$ cat config.mk
export PLATFORM = sky130hd
export DESIGN_NAME = operand_load_stage
export DESIGN_NICKNAME = d
export VERILOG_FILES = /design/src/rtl/operand_load_stage.sv
export SDC_FILE = /design/constraint.sdc
export NUM_CORES = 1
export LEC_CHECK = 0
export CAP_MARGIN = 20
export CORE_AREA = 2 2 376 378
export DETAILED_ROUTE_END_ITERATION = 16
export DIE_AREA = 0 0 378 380
export PLACE_DENSITY = 0.33
export SLEW_MARGIN = 10
export SYNTH_ARGS = -nofsm -noshare
export SYNTH_HDL_FRONTEND = slang
export SYNTH_SLANG_ARGS = --single-unit
$ cat constraint.sdc
create_clock -name clk -period 20.8 [get_ports clk]
set_input_delay 4.16 -clock clk [delete_from_list [all_inputs] [get_ports clk]]
set_output_delay 4.16 -clock clk [all_outputs]
set_load 0.03 [all_outputs]
$ cat src/rtl/operand_load_stage.sv
// rtl/operand_load_stage.sv - per-lane operand fetch, bypass select and one-entry output slot
// Optional feature macro: LOAD_ZC_FWD_EN (zero-cycle forward buses join operand select).
module operand_load_stage #(
    parameter int NUM_UOPS    = 2,
    parameter int NUM_WBS     = 3,
    parameter int NUM_ZC_FWDS = 2,
    parameter int NUM_FUS     = 4,
    parameter int TAG_W       = 6,
    parameter int DATA_W      = 32,
    parameter int SQN_W       = 6,
    parameter int SIDE_W      = 40
) (
    input  logic                                  clk,
    input  logic                                  rst,
    input  logic [NUM_UOPS-1:0]                   IN_valid,
    output logic [NUM_UOPS-1:0]                   OUT_ready,
    input  logic [NUM_UOPS*TAG_W-1:0]             IN_tagA,
    input  logic [NUM_UOPS*TAG_W-1:0]             IN_tagB,
    input  logic [NUM_UOPS-1:0]                   IN_immA,
    input  logic [NUM_UOPS-1:0]                   IN_immB,
    input  logic [NUM_UOPS*DATA_W-1:0]            IN_imm,
    input  logic [NUM_UOPS*DATA_W-1:0]            IN_pc,
    input  logic [NUM_UOPS*SQN_W-1:0]             IN_sqN,
    input  logic [NUM_UOPS*$clog2(NUM_FUS)-1:0]   IN_fu,
    input  logic [NUM_UOPS*SIDE_W-1:0]            IN_side,
    output logic [2*NUM_UOPS-1:0]                 OUT_rfReadValid,
    output logic [2*NUM_UOPS*TAG_W-1:0]           OUT_rfReadAddr,
    input  logic [2*NUM_UOPS*DATA_W-1:0]          IN_rfReadData,
    input  logic [NUM_WBS-1:0]                    IN_wbValid,
    input  logic [NUM_WBS*TAG_W-1:0]              IN_wbTag,
    input  logic [NUM_WBS*DATA_W-1:0]             IN_wbData,
    input  logic [NUM_ZC_FWDS-1:0]                IN_zcValid,
    input  logic [NUM_ZC_FWDS*TAG_W-1:0]          IN_zcTag,
    input  logic [NUM_ZC_FWDS*DATA_W-1:0]         IN_zcData,
    input  logic                                  IN_invalidate,
    input  logic [SQN_W-1:0]                      IN_invalidateSqN,
    output logic [NUM_UOPS-1:0]                   OUT_valid,
    input  logic [NUM_UOPS-1:0]                   IN_fuReady,
    output logic [NUM_UOPS*DATA_W-1:0]            OUT_srcA,
    output logic [NUM_UOPS*DATA_W-1:0]            OUT_srcB,
    output logic [NUM_UOPS*DATA_W-1:0]            OUT_imm,
    output logic [NUM_UOPS*DATA_W-1:0]            OUT_pc,
    output logic [NUM_UOPS*SQN_W-1:0]             OUT_sqN,
    output logic [NUM_UOPS*$clog2(NUM_FUS)-1:0]   OUT_fu,
    output logic [NUM_UOPS*SIDE_W-1:0]            OUT_side,
    output logic [NUM_UOPS*NUM_FUS-1:0]           OUT_enableFU
);
    localparam int FU_W = $clog2(NUM_FUS);
    localparam logic [NUM_FUS-1:0] FU_ONE = 1;

    // Later assignments override earlier ones, so ascending wb and descending zc
    // loops give "highest wb wins" and "lowest zc wins".
    function automatic logic [DATA_W-1:0] pick_operand(
        input logic              use_imm,
        input logic [DATA_W-1:0] imm_val,
        input logic [TAG_W-1:0]  tag,
        input logic [DATA_W-1:0] rf_data
    );
        logic [DATA_W-1:0] v;
        v = rf_data;
        for (int w = 0; w < NUM_WBS; w++)
            if (IN_wbValid[w] && IN_wbTag[w*TAG_W +: TAG_W] == tag)
                v = IN_wbData[w*DATA_W +: DATA_W];
`ifdef LOAD_ZC_FWD_EN
        for (int z = NUM_ZC_FWDS - 1; z >= 0; z--)
            if (IN_zcValid[z] && IN_zcTag[z*TAG_W +: TAG_W] == tag)
                v = IN_zcData[z*DATA_W +: DATA_W];
`endif
        if (tag == '0)
            v = '0;
        if (use_imm)
            v = imm_val;
        return v;
    endfunction

    function automatic logic is_younger(input logic [SQN_W-1:0] sqn, input logic [SQN_W-1:0] ref_sqn);
        logic [SQN_W-1:0] d;
        d = sqn - ref_sqn;
        return !d[SQN_W-1] && (d != '0);
    endfunction

`ifndef LOAD_ZC_FWD_EN
    logic zc_unused;
    assign zc_unused = ^{IN_zcValid, IN_zcTag, IN_zcData};
`endif

    for (genvar i = 0; i < NUM_UOPS; i++) begin : g_lane
        logic [TAG_W-1:0]  tag_a, tag_b;
        logic [SQN_W-1:0]  in_sqn;
        logic [DATA_W-1:0] op_a, op_b;
        logic              ready, accept;
        logic              slot_valid;
        logic [DATA_W-1:0] r_src_a, r_src_b, r_imm, r_pc;
        logic [SQN_W-1:0]  r_sqn;
        logic [FU_W-1:0]   r_fu;
        logic [SIDE_W-1:0] r_side;

        assign tag_a  = IN_tagA[i*TAG_W +: TAG_W];
        assign tag_b  = IN_tagB[i*TAG_W +: TAG_W];
        assign in_sqn = IN_sqN[i*SQN_W +: SQN_W];

        assign OUT_rfReadValid[i]                            = IN_valid[i] & ~IN_immA[i];
        assign OUT_rfReadValid[i+NUM_UOPS]                   = IN_valid[i] & ~IN_immB[i];
        assign OUT_rfReadAddr[i*TAG_W +: TAG_W]              = tag_a;
        assign OUT_rfReadAddr[(i+NUM_UOPS)*TAG_W +: TAG_W]   = tag_b;

        always_comb begin
            op_a = pick_operand(IN_immA[i], IN_pc[i*DATA_W +: DATA_W], tag_a,
                                IN_rfReadData[i*DATA_W +: DATA_W]);
            op_b = pick_operand(IN_immB[i], IN_imm[i*DATA_W +: DATA_W], tag_b,
                                IN_rfReadData[(i+NUM_UOPS)*DATA_W +: DATA_W]);
        end

        assign ready  = ~slot_valid | IN_fuReady[i];
        assign accept = IN_valid[i] & ready & ~(IN_invalidate & is_younger(in_sqn, IN_invalidateSqN));

        always_ff @(posedge clk or posedge rst) begin
            if (rst) begin
                slot_valid <= 1'b0;
                r_src_a    <= '0;
                r_src_b    <= '0;
                r_imm      <= '0;
                r_pc       <= '0;
                r_sqn      <= '0;
                r_fu       <= '0;
                r_side     <= '0;
            end else if (accept) begin
                slot_valid <= 1'b1;
                r_src_a    <= op_a;
                r_src_b    <= op_b;
                r_imm      <= IN_imm[i*DATA_W +: DATA_W];
                r_pc       <= IN_pc[i*DATA_W +: DATA_W];
                r_sqn      <= in_sqn;
                r_fu       <= IN_fu[i*FU_W +: FU_W];
                r_side     <= IN_side[i*SIDE_W +: SIDE_W];
            end else if (ready || (IN_invalidate && is_younger(r_sqn, IN_invalidateSqN))) begin
                slot_valid <= 1'b0;
            end
        end

        assign OUT_ready[i]                     = ready;
        assign OUT_valid[i]                     = slot_valid;
        assign OUT_srcA[i*DATA_W +: DATA_W]     = r_src_a;
        assign OUT_srcB[i*DATA_W +: DATA_W]     = r_src_b;
        assign OUT_imm[i*DATA_W +: DATA_W]      = r_imm;
        assign OUT_pc[i*DATA_W +: DATA_W]       = r_pc;
        assign OUT_sqN[i*SQN_W +: SQN_W]        = r_sqn;
        assign OUT_fu[i*FU_W +: FU_W]           = r_fu;
        assign OUT_side[i*SIDE_W +: SIDE_W]     = r_side;
        assign OUT_enableFU[i*NUM_FUS +: NUM_FUS] = slot_valid ? (FU_ONE << r_fu) : '0;
    end
endmodule

==> results.sh <==
export IMPL_critPathBufInv=2
export IMPL_synth_edf_count=0
export IMPL_critPathKind="in -> out"
export IMPL_clkLatencyLatePin_ns=0.65
export IMPL_fillers=14930
export IMPL_seqPwrFrac_pct=28.9
export IMPL_wl_met2_mm=73.69
export IMPL_grt_pass1_vias=21470
export IMPL_cts_sinks=354
export IMPL_r2r_cells=6
export IMPL_ant_nets=0
export IMPL_cp_common_cell="clkdlybuf4s50_1"
export IMPL_dr_total_vias=20010
export IMPL_max_freq_ghz=0.1004
export IMPL_cts_buffer_depth=3
export IMPL_synth_area_leaders="dfrtp_1 (44%), mux2_2 (11%), mux2_1 (7.7%)"
export IMPL_cts_root_buf="clkbuf_16"
export IMPL_yosys_top_cells_count="dfrtp_1 (354), mux2_2 (203), mux2_1 (139), a22oi_1 (96), clkbuf_1 (94)"
export IMPL_status="finished, final reports clean"
export IMPL_dr_max_layer_used="met5"
export IMPL_post_cts_setup_buffers=0
export IMPL_utilization_pct=23.81
export IMPL_min_to="g_lane[1].r_imm[18]"
export IMPL_drtPass1Iterations=5
export IMPL_dieArea_sq_um=143600
export IMPL_cpMaxStageDelayCell="clkdlybuf4s50_1"
export IMPL_crit_fanout=3
export IMPL_die_w_um=378
export IMPL_slew_headroom_pct=24.05
export IMPL_pwr_share_clk_pct=27.2
export IMPL_drtIter0Drc=1341
export IMPL_max_stage_delay_ns=0.82
export IMPL_io_pins=980
export IMPL_p_int_uw=2095
export IMPL_regArea_sq_um=8859
export IMPL_cts_tree="yes"
export IMPL_synth_top_flop_cell="dfrtp_1"
export IMPL_h_tree_depth=2
export IMPL_setup_tns_ns=0
export IMPL_avgSynthCellArea_sq_um=11.36
export IMPL_synth_top_area_share_pct=43.53
export IMPL_overflow=0
export IMPL_p_leak_uw=0.01239
export IMPL_drive_gt1_share_pct=15.89
export IMPL_ys_async_sr_fraction_pct=100.0
export IMPL_power_density_nw_per_um2=105.1
export IMPL_start_util_pct=14.62
export IMPL_gp_congestion=0.8357
export IMPL_yosysSeqAreaShare_pct=43.53
export IMPL_switching_power_uw=1388
export IMPL_yosysWarnings=0
export IMPL_period_minus_slack_ns=9.962
export IMPL_yosysMostFrequentCell="dfrtp_1"
export IMPL_cts_made_buffers=53
export IMPL_cts_hold_buf=0
export IMPL_hold_ws_ns=0.4878
export IMPL_core_area_sq_um=139200
export IMPL_hpwl_mm=105.8
export IMPL_wl_met1_mm=56.67
export IMPL_critPathArrivalTime_ns=5.80
export IMPL_cp_start_kind="input pin"
export IMPL_wl_per_cell_um=32.55
export IMPL_wl_met3_mm=12.45
export IMPL_drt_total_wl_mm=147.6
export IMPL_whs_path_depth=1
export IMPL_gr_usage_all_layers_pct=19.88
export IMPL_finalClockSkew_ns=0.04081
export IMPL_hold_class="reg -> reg"
export IMPL_fin_nets=3223
export IMPL_design_area_sq_um=33140
export IMPL_synth_net_count=2404
export IMPL_crit_path_cell_trace="clkdlybuf4s50_1 > nor2b_1 > clkdlybuf4s50_1"
export IMPL_critPathTopFamily="buffers and inverters"
export IMPL_required_ns=16.64
export IMPL_synth_cells=1792
export IMPL_rr_endpoint="g_lane[0].r_pc[17]"
export IMPL_grt_max_degree=136
export IMPL_drcViolationCount=0
export IMPL_r2r_setup_slack_ns=17.25
export IMPL_finalCritPeriodShare_pct=47.89
export IMPL_port_buffer_count=901
export IMPL_vias_per_cell=4.412
export IMPL_swShare_pct=39.84
export IMPL_pwr_share_comb_pct=43.9
export IMPL_grt_pass1_wl_mm=196.3
export IMPL_place_area_sq_um=31340
export IMPL_ys_seq_elements=354
export IMPL_placementRows=137
export IMPL_max_cap_violations=0
export IMPL_clk_pin_slew_ns=0.05
export IMPL_grt_antenna_before_repair=33
export IMPL_die_h_um=380
export IMPL_hold_violations=0
export IMPL_cts_resized=0
export IMPL_end_kind="output port"
export IMPL_synthDistinctLibCells=48
export IMPL_ir_drop_uv=69.65
export IMPL_tightestPinTransition_ns=1.139
export IMPL_yosysTopAreaCell="dfrtp_1"
export IMPL_synthesis_area_sq_um=20350
export IMPL_hold_start="g_lane[1].r_imm[18]"
export IMPL_r2r_start="g_lane[0].slot_valid"
export IMPL_setup_viol=0
export IMPL_multi_input_area_sq_um=10710
export IMPL_rsz0062_at_grt="false"
export IMPL_final_max_slew_viol_count=0
export IMPL_syn_to_final_growth_pct=62.85
## stage by stage
step                      setup WS (ns)  total power, uW  cells
after global placement            10.83             2560   4432
after CTS                         10.84             3551   4526
after floorplan                   6.820             1766   1792
final                             10.84             3483   4536
after global routing              10.78             3637   4527
after detailed placement          10.85             2566   4432
## cells in the final DEF, fill, tap and decap left out, drive strengths merged, types with 22 or more instances in the layout
| cell | instances |
|---|---|
| a22oi | 96 |
| xnor2 | 60 |
| mux2i | 42 |
| and3 | 36 |
| nand2 | 42 |
| and2 | 33 |
| nor2 | 47 |
| dfrtp | 354 |
| inv | 22 |
| a221oi | 96 |
| clkdlybuf4s50 | 896 |
| a21oi | 78 |
| xor2 | 28 |
| o21ai | 129 |
| o31ai | 36 |
| buf | 48 |
| clkbuf | 79 |
| a32o | 32 |
| o41ai | 32 |
| mux2 | 342 |
## cell families (layout without fill, tap and decap cells)
group / count (synthesis) / count (layout) / synth area share [%]
simple gates: 217 / 217 / 5.657
xor+xnor: 88 / 88 / 3.788
other cells: 0 / 10 / 0
buf+inv: 201 / 1059 / 4.759
compound gates: 524 / 524 / 19.65
mux: 384 / 384 / 20.99
flops: 354 / 354 / 43.53
fa+ha+maj: 24 / 24 / 1.623
## layout make-up
cell class	instances	area share [%]
timing repair buffer	944	28.17
antenna	10	0.07551
inverter	21	0.2605
clock inverter	15	0.4606
multi-input combinational	1237	32.31
clock buffer	79	4.904
tap	1876	7.083
sequential	354	26.73
## state kept, by name, indices dropped and copies added, names as in the netlist
| name | flops |
|---|---|
| g_lane.r_fu | 4 |
| g_lane.r_imm | 64 |
| g_lane.r_pc | 64 |
| g_lane.r_side | 80 |
| g_lane.r_sqn | 12 |
| g_lane.r_src_a | 64 |
| g_lane.r_src_b | 64 |
| g_lane.slot_valid | 2 |
## worst max path at each step
stage / depth (start not counted) / endpoint / from
final: 3 / OUT_rfReadValid[3] / IN_valid[1]
after global routing: 3 / OUT_rfReadValid[2] / IN_valid[0]
after CTS: 3 / OUT_rfReadValid[3] / IN_valid[1]
after detailed placement: 3 / OUT_rfReadValid[3] / IN_valid[1]
after global placement: 3 / OUT_rfReadValid[3] / IN_valid[1]
after floorplan: 1 / g_lane[0].r_fu[0] / rst
## power groups by stage
stage	registers [uW]	clock network (uW)	logic (uW)
floorplan	1400	0	368
global placement	1010	0	1550
detailed placement	1010	0	1550
CTS	1010	986	1560
global route	1030	1010	1600
finish	1010	948	1530
## per-layer routing
layer / global-route usage, % / up-vias
met5: 0 / -
met4: 5.843 / 42
met3: 6.183 / 245
met2: 35.20 / 1014
met1: 22.68 / 10260
li1: - / 8453
(Power assumes the default switching activity.)
==> RTL edit: new RTL, same settings <==
The option `LOAD_ZC_FWD_EN` is turned on by a define.
--- a/src/rtl/operand_load_stage.sv
+++ b/src/rtl/operand_load_stage.sv
@@ -1,4 +1,6 @@
 // rtl/operand_load_stage.sv - per-lane operand fetch, bypass select and one-entry output slot
 // Optional feature macro: LOAD_ZC_FWD_EN (zero-cycle forward buses join operand select).
+`define LOAD_ZC_FWD_EN
+
 module operand_load_stage #(
     parameter int NUM_UOPS    = 2,
Behaviour: not the same (Yosys sat finds a counterexample within 4 cycles, from zero or initial values and one cycle with rst high).
==> RTL edit against the unedited design <==
Setup slack better by 0.076 ns; combinational power down 3%; count of clock-buffer cells in the layout down 2; power down 3.2%; area after synthesis up 15%; wire length up 24%; design area up 11%; non-clock buffer count up 111; sequential cell count unchanged; global-route usage up 4.7 points; first-iteration DRC count up 29%; clock skew down 0.0060 ns; critical endpoint is now OUT_rfReadAddr[8]; largest cell class unchanged.
==> RTL edit: results (changes against the unedited design) <==
| Metric | Value |
|---|---|
| Skew final | 0.0348 ns (was 0.0408 ns) |
| Initial drt markers | 1733 (was 1341) |
| Status | finished, final reports clean (unchanged) |
| Number of CTS-inserted buffers | 50 (was 53) |
| VDD IR max | 0.0000575 V (was 0.0000697 V) |
| Final-stage net count | 3911 (was 3223) |
| Placed Cells | 5120 (was 4432) |
| Fin Hold WS | 0.502 ns (was 0.488 ns) |
| CTS resizes | 0 (unchanged) |
| Post-Synthesis Cells | 2467 (was 1792) |
| Share of cells above drive strength 1 | 14.4% (was 15.9%) |
| Largest reg by FF count | g_lane.r_side (unchanged) |
| Lkg Pwr | 14.2 nW (was 12.4 nW) |
| Reg2reg start | g_lane[1].slot_valid$_DFFE_PP0P_ (was g_lane[0].slot_valid$_DFFE_PP0P_) |
| Placement Cell Area | 0.0348 mm² (was 0.0313 mm²) |
| Routability Congestion | 0.831 (was 0.836) |
| Initial antenna violation count | 72 (was 33) |
| Unique masters post-synth | 68 (was 48) |
| CP startpoint | IN_tagA[8] (was IN_valid[1]) |
| Max FFs per register | 80 (unchanged) |
| DP Worst Slack | 10.91 ns (was 10.85 ns) |
| GRT Total Usage | 24.6% (was 19.9%) |
| Setup slack, reg-to-reg | 17.52 ns (was 17.25 ns) |
| Crit-path leading delay family | buffers and inverters (unchanged) |
| First-pass GRT wire length | 241000 µm (was 196000 µm) |
| Worst Hold End | g_lane[0].r_imm[21]$_DFFE_PP0P_ (was g_lane[1].r_imm[18]$_DFFE_PP0P_) |
| Worst hold-check path type | flop to flop (unchanged) |
| Syn nets | 3079 (was 2404) |
| Via Count | 24800 (was 20000) |
| Sw Ratio | 39.3% (was 39.8%) |
| CP arrival | 5.73 ns (was 5.80 ns) |
| WL/cell | 34.9 µm (was 32.5 µm) |
| End point of the critical path | OUT_rfReadAddr[8] (was OUT_rfReadValid[3]) |
| Fin cells | 5233 (was 4536) |
| Tmin final | 9.89 ns (was 9.96 ns) |
| Post-DP HPWL | 138000 µm (was 106000 µm) |
| Slew HR | 24.2% (was 24.0%) |
| Register area share after synthesis | 37.9% (was 43.5%) |
| Critical path peak fanout | 7 (was 3) |
| Largest net degree at the start of global routing | 125 (was 136) |
| Commonest cells post-synth | 354 x dfrtp_1, 254 x mux2_2, 166 x nand2_1 (was 354 x dfrtp_1, 203 x mux2_2, 139 x mux2_1) |
| Min-delay src | g_lane[0].r_imm[21]$_DFFE_PP0P_ (was g_lane[1].r_imm[18]$_DFFE_PP0P_) |
| Slowest-stage cell, CP | clkdlybuf4s50_1 (unchanged) |
| Yosys top cell area share | 37.9% (was 43.5%) |
| Top post-synthesis cells by area | dfrtp_1 38%, mux2_2 12%, xnor2_1 3.5% (was dfrtp_1 44%, mux2_2 11%, mux2_1 7.7%) |
| Ys Warns | 0 (unchanged) |
| Worst-skew pair later-pin latency | 0.65 ns (about the same) |
| FF-to-FF End | g_lane[1].r_imm[17]$_DFFE_PP0P_ (was g_lane[0].r_pc[17]$_DFFE_PP0P_) |
| Slowest stage delay, CP | 0.79 ns (was 0.82 ns) |
| Port bufs | 979 (was 901) |
RTL edit: area by class of cell:
class	instances	area, µm²
diodes	17	42.5
clock buffers	77	1530
clock inverters	16	206
fillers	15100	103000
inverters	79	304
multi-input cells	1759	13000
flip-flops and latches	354	8860
well taps	1876	2350
repair buffers	1055	10400
RTL edit: cells by family after synthesis:
group / synth area share [%]
flip-flops: 37.9
XOR/XNOR: 5.16
multiplexers: 13.6
AND/OR/NAND/NOR: 10.2
adder cells (fa/ha/maj): 1.41
buffers and inverters: 7.37
AO/OA/AOI/OAI: 24.4
RTL edit: power by group through the flow:
stage	sequential, mW	clock [mW]	combinational (mW)
global placement	0.977	0	1.49
CTS	0.970	0.958	1.50
finish	0.970	0.924	1.48
floorplan	1.32	0	0.400
global route	0.994	0.980	1.55
detailed placement	0.979	0	1.49
RTL edit: layer usage:
layer,GRT usage [%],vias up,routed length [µm]
met4,4.49,58,3570
li1,-,10800,-
met3,6.91,221,14400
met2,40.7,1093,85300
met5,0,-,395
met1,31.8,12700,78700
